$ cat config.mk
export PLATFORM = sky130hd
export DESIGN_NAME = comparator_exerciser
export DESIGN_NICKNAME = d
export VERILOG_FILES = /design/src/rtl/comparator_exerciser.sv
export SDC_FILE = /design/constraint.sdc
export NUM_CORES = 1
export LEC_CHECK = 0
export ABC_AREA = 1
export CORE_MARGIN = 2
export CORE_UTILIZATION = 59
export CTS_CLUSTER_SIZE = 12
export DETAILED_ROUTE_END_ITERATION = 16
export GPL_ROUTABILITY_DRIVEN = 0
export PLACE_DENSITY_LB_ADDON = 0.25
export SLEW_MARGIN = 10
export SYNTH_ARGS = -nofsm -noshare
export SYNTH_HDL_FRONTEND = slang
export SYNTH_SLANG_ARGS = --single-unit
$ cat constraint.sdc
create_clock -name clk -period 3 [get_ports clk]
set_input_delay 0.45 -clock clk [delete_from_list [all_inputs] [get_ports clk]]
set_output_delay 0.45 -clock clk [all_outputs]
set_load 0.03 [all_outputs]
$ cat src/rtl/comparator_exerciser.sv
// Self-test sequencer for a 1-bit magnitude comparator: sweeps {a,b} over 00..11 and counts bad {L,E,G} responses.
// Optional first-failure capture ports are built when COMPARATOR_EXERCISER_FAIL_CAPTURE_EN is defined.
module comparator_exerciser #(
    parameter int unsigned SETTLE = 2,
    parameter int unsigned PASSES = 1
) (
    input  logic       clk,
    input  logic       rst,
    input  logic       start,
    output logic       a,
    output logic       b,
    input  logic       L,
    input  logic       E,
    input  logic       G,
    output logic       busy,
    output logic       done,
    output logic       pass,
    output logic [7:0] err_count,
    output logic [1:0] vec_idx
`ifdef COMPARATOR_EXERCISER_FAIL_CAPTURE_EN
    ,
    output logic       fail_valid,
    output logic [1:0] fail_vec,
    output logic [2:0] fail_leg
`endif
);

    localparam logic [3:0] SETTLE_LAST = 4'(SETTLE - 1);
    localparam logic [7:0] PASSES_LAST = 8'(PASSES - 1);

    typedef enum logic [2:0] {
        S_IDLE,
        S_DRIVE,
        S_WAIT,
        S_CHECK,
        S_DONE
    } state_t;

    state_t      r_state;
    state_t      w_next;
    logic        r_a;
    logic        r_b;
    logic        r_done;
    logic        r_pass;
    logic [7:0]  r_err;
    logic [1:0]  r_vec;
    logic [7:0]  r_pass_cnt;
    logic [3:0]  r_settle;
    logic        w_busy;
    logic [2:0]  w_exp;
    logic        w_mismatch;
    logic        w_last_vec;
`ifdef COMPARATOR_EXERCISER_FAIL_CAPTURE_EN
    logic        r_fail_valid;
    logic [1:0]  r_fail_vec;
    logic [2:0]  r_fail_leg;
`endif

    // Any deviation from the one-hot ideal, including multi-hot or all-zero, is a single error.
    assign w_exp      = {~r_a & r_b, ~(r_a ^ r_b), r_a & ~r_b};
    assign w_mismatch = ({L, E, G} != w_exp);
    assign w_last_vec = (r_vec == 2'd3);

    always_ff @(posedge clk) begin
        if (rst) begin
            r_state <= S_IDLE;
        end else begin
            r_state <= w_next;
        end
    end

    always_comb begin
        w_next = r_state;
        case (r_state)
            S_IDLE:  if (start) w_next = S_DRIVE;
            S_DRIVE: w_next = S_WAIT;
            S_WAIT:  if (r_settle == SETTLE_LAST) w_next = S_CHECK;
            S_CHECK: begin
                if (w_last_vec && (r_pass_cnt == PASSES_LAST)) begin
                    w_next = S_DONE;
                end else begin
                    w_next = S_DRIVE;
                end
            end
            S_DONE:  w_next = S_IDLE;
            default: w_next = S_IDLE;
        endcase
    end

    always_comb begin
        w_busy = 1'b0;
        case (r_state)
            S_DRIVE, S_WAIT, S_CHECK: w_busy = 1'b1;
            default:                  w_busy = 1'b0;
        endcase
    end

    always_ff @(posedge clk) begin
        if (rst) begin
            r_a        <= 1'b0;
            r_b        <= 1'b0;
            r_done     <= 1'b0;
            r_pass     <= 1'b0;
            r_err      <= '0;
            r_vec      <= '0;
            r_pass_cnt <= '0;
            r_settle   <= '0;
`ifdef COMPARATOR_EXERCISER_FAIL_CAPTURE_EN
            r_fail_valid <= 1'b0;
            r_fail_vec   <= '0;
            r_fail_leg   <= '0;
`endif
        end else begin
            case (r_state)
                S_IDLE: begin
                    r_a <= 1'b0;
                    r_b <= 1'b0;
                    if (start) begin
                        r_done     <= 1'b0;
                        r_pass     <= 1'b0;
                        r_err      <= '0;
                        r_vec      <= '0;
                        r_pass_cnt <= '0;
`ifdef COMPARATOR_EXERCISER_FAIL_CAPTURE_EN
                        r_fail_valid <= 1'b0;
                        r_fail_vec   <= '0;
                        r_fail_leg   <= '0;
`endif
                    end
                end
                S_DRIVE: begin
                    r_a      <= r_vec[1];
                    r_b      <= r_vec[0];
                    r_settle <= '0;
                end
                S_WAIT: begin
                    r_settle <= r_settle + 4'd1;
                end
                S_CHECK: begin
                    if (w_mismatch && (r_err != '1)) begin
                        r_err <= r_err + 8'd1;
                    end
`ifdef COMPARATOR_EXERCISER_FAIL_CAPTURE_EN
                    if (w_mismatch && !r_fail_valid) begin
                        r_fail_valid <= 1'b1;
                        r_fail_vec   <= {r_a, r_b};
                        r_fail_leg   <= {L, E, G};
                    end
`endif
                    r_vec <= r_vec + 2'd1;
                    if (w_last_vec) begin
                        r_pass_cnt <= r_pass_cnt + 8'd1;
                    end
                end
                S_DONE: begin
                    r_done <= 1'b1;
                    r_pass <= (r_err == '0);
                    r_a    <= 1'b0;
                    r_b    <= 1'b0;
                end
                default: begin
                    r_a <= 1'b0;
                    r_b <= 1'b0;
                end
            endcase
        end
    end

    assign a         = r_a;
    assign b         = r_b;
    assign busy      = w_busy;
    assign done      = r_done;
    assign pass      = r_pass;
    assign err_count = r_err;
    assign vec_idx   = r_vec;
`ifdef COMPARATOR_EXERCISER_FAIL_CAPTURE_EN
    assign fail_valid = r_fail_valid;
    assign fail_vec   = r_fail_vec;
    assign fail_leg   = r_fail_leg;
`endif

endmodule

==> impl_metrics.tcl <==
set metrics [dict create \
    outcome "finished clean" \
    layout-area-overhead-vs-synth_pct 18.15 \
    layout-drive-gt1-share 0.08333 \
    h-tree-depth 2 \
    setup_viol_count_final 0 \
    synth.top_cell.area_share 0.3539 \
    ant_nets 0 \
    drv_cap 0 \
    critical_path_class "register to output port" \
    nets 279 \
    clkLatencyLatePin_ps 330 \
    power_frac_seq 0.502 \
    synthCells 237 \
    antenna_found_initial 0 \
    rr_worst_depth 12 \
    initial_utilization 0.6106 \
    synthTopCellsByArea "dfxtp_1 35%, nand2_1 12%, inv_1 8.5%" \
    first_pass_iters 4 \
    clock_power_share 0.286 \
    max_freq_ghz 0.4579 \
    slew_violations 0 \
    postCtsSetupBuffers 0 \
    internal-power_mw 0.5666 \
    diodes 0 \
    fillers 222 \
    cts_sinks 29 \
    avgViaCountPerCell 5.129 \
    fin_crit_sh 0.7279 \
    multi_input_area_um2 898.4 \
    postCtsHoldBufs 0 \
    ir_worst_vdd_mv 0.3772 \
    grt_max_degree 13 \
    endpoint "busy" \
    cts_root_buffer "clkbuf_4" \
    synth_top_cell_by_area "dfxtp_1" \
    r2r_end "err_count[1]$_SDFFE_PP0P_" \
    worst_pin_slew_ps 354.7 \
    cts_tree "yes" \
    cp.arrival_ps 1730 \
    start_kind "register" \
    track_usage 0.2330 \
    avgSynthCellArea_um2 6.921 \
    ys_seq_area_frac 0.3539 \
    hold_viol_final 0 \
    relSlewSlack 0.7626 \
    drt_iter0_markers 49 \
    synthesis.area_mm2 0.001640 \
    rsz0062_at_grt "no" \
    clock_path_buffers 2 \
    grt_busiest_layer "met2" \
    io_pins 21 \
    die_h_um 56.73 \
    grt_overflow 0 \
    core-area_mm2 0.002686 \
    fp.dieW_um 56.73 \
    wl_um 3349 \
    rows 19 \
    use_met1 0.2880 \
    die_area_mm2 0.003218 \
    worstReg2RegStart "a$_SDFFE_PP0N_" \
    cts_buffers 5 \
    layout_min_cycle_time_ps 2184 \
    tns_ps 0 \
    register_area_um2 580.6 \
    swShare 0.3122 \
    synth_seq_cells 29 \
    grt_pass1_vias 1355 \
    hpwl_um 2539 \
    yosysWarnings 0 \
    fin_util 0.7215 \
    syn_nets 252 \
    io_buffer_count 20 \
    finClkSkew_ps 2.800 \
    grt_use_met3 0.06912 \
    p_comb_frac 0.212 \
    hold_class "register to register" \
    switchingPower_mw 0.2572 \
    vias 1513 \
    synth_cell_types 26 \
    wl_per_cell_um 11.35 \
    power_leakage_nw 0.7671 \
    drc 0 \
    path_clk_slew_ps 80 \
    worstHoldStart "r_settle[3]$_SDFFE_PP0N_" \
    crit_path_end_kind "output port" \
    startpoint "r_state[1]$_SDFFE_PP0P_" \
    powerDensity_mw_per_mm2 425.1 \
    use_met2 0.3787 \
    crit_fanout 5 \
    regToRegSetupSlack_ps 1360 \
    worstPathRequired_ps 2550 \
    cts_resized 0 \
    grt_pass1_wl_um 5747 \
]
metal layers:
layer | up-vias | routed length, um
met5 | - | 0
met4 | 0 | 57
met3 | 5 | 150
met2 | 28 | 1518
met1 | 669 | 1624
li1 | 811 | -
worst min-delay path by stage:
| stage | cells past startpoint | end |
|---|---|---|
| after floorplan | 1 | r_settle[3]$_SDFFE_PP0N_ |
| after global placement | 1 | r_settle[3]$_SDFFE_PP0N_ |
| after detailed placement | 1 | r_settle[3]$_SDFFE_PP0N_ |
| after CTS | 1 | r_settle[3]$_SDFFE_PP0N_ |
| after global routing | 2 | pass$_SDFFE_PP0P_ |
| final | 1 | r_settle[3]$_SDFFE_PP0N_ |
cells in the mapped netlist:
library cell	instances
a211oi_1	1
a21oi_1	17
clkbuf_1	1
clkinv_1	1
dfxtp_1	29
ha_1	9
inv_1	37
inv_2	4
nand2_1	53
nand2_2	3
nand2_4	2
nand2_8	1
nand3_1	17
nand3_4	2
nand4_1	7
nor2_1	24
nor2_2	1
nor2_4	1
nor3_1	6
nor3b_1	2
o211ai_1	1
o21ai_0	9
o21ai_1	3
o31ai_1	1
or2_2	1
xor2_1	4
through the flow:
stage / power (mW) / instances / hold WS (ps) / worst slack [ps] / area [um^2]
after global routing: 0.8723 / 295 / 505.2 / 719.6 / 1938
final: 0.8238 / 295 / 470.2 / 816.2 / 1938
after global placement: 0.5949 / 288 / 455.0 / 1147 / 1883
after floorplan: 0.5474 / 237 / 434.3 / 1342 / 1640
after detailed placement: 0.5967 / 288 / 459.9 / 1137 / 1883
after CTS: 0.8323 / 295 / 472.1 / 797.8 / 1938
registers in the layout (all words and copies together) (netlist names):
| name | cells |
|---|---|
| a | 1 |
| b | 1 |
| done | 1 |
| err_count | 8 |
| pass | 1 |
| r_pass_cnt | 8 |
| r_settle | 4 |
| r_state | 3 |
| vec_idx | 2 |
cell type report:
cell class / instances / share of cell area
Inverter: 42 / 0.08134
Sequential cell: 29 / 0.2995
Clock buffer: 7 / 0.02841
Multi-Input combinational cell: 165 / 0.4635
Timing Repair Buffer: 21 / 0.1072
Tap cell: 31 / 0.02001
worst max-delay path, stage by stage (launching register included):
cell	delay (ps)
dfxtp_1	440
inv_1	80
nand2_2	100
inv_2	50
nor2_1	80
clkdlybuf4s50_1	670
cells in the final DEF (no fill, tap or decap), drive strengths merged:
cell | netlist | final
inv | 41 | 41
o211ai | 1 | 1
nand3 | 19 | 19
clkinv | 1 | 1
xor2 | 4 | 4
buf | 0 | 1
clkdlybuf4s50 | 0 | 20
o21ai | 12 | 12
o31ai | 1 | 1
dfxtp | 29 | 29
a21oi | 17 | 17
nor2 | 26 | 26
nor3 | 6 | 6
or2 | 1 | 1
nand4 | 7 | 7
nor3b | 2 | 2
nand2 | 59 | 59
a211oi | 1 | 1
ha | 9 | 9
clkbuf | 1 | 7
cells by family (layout without fill, tap and decap cells):
| family | count (synthesis) | count (layout) | synth area share |
|---|---|---|---|
| buffers and inverters | 43 | 70 | 0.09839 |
| XOR/XNOR | 4 | 4 | 0.02136 |
| AO/OA/AOI/OAI | 32 | 32 | 0.1022 |
| AND/OR/NAND/NOR | 120 | 120 | 0.3555 |
| adder cells (fa/ha/maj) | 9 | 9 | 0.06865 |
| flip-flops | 29 | 29 | 0.3539 |
power by group through the flow:
stage	Combinational (mW)	Sequential [mW]	Clock [mW]
global placement	0.172	0.422	0
detailed placement	0.174	0.423	0
finish	0.175	0.414	0.235
global route	0.194	0.416	0.261
floorplan	0.121	0.427	0
CTS	0.175	0.414	0.244
Power figures use the tool's default switching activity.
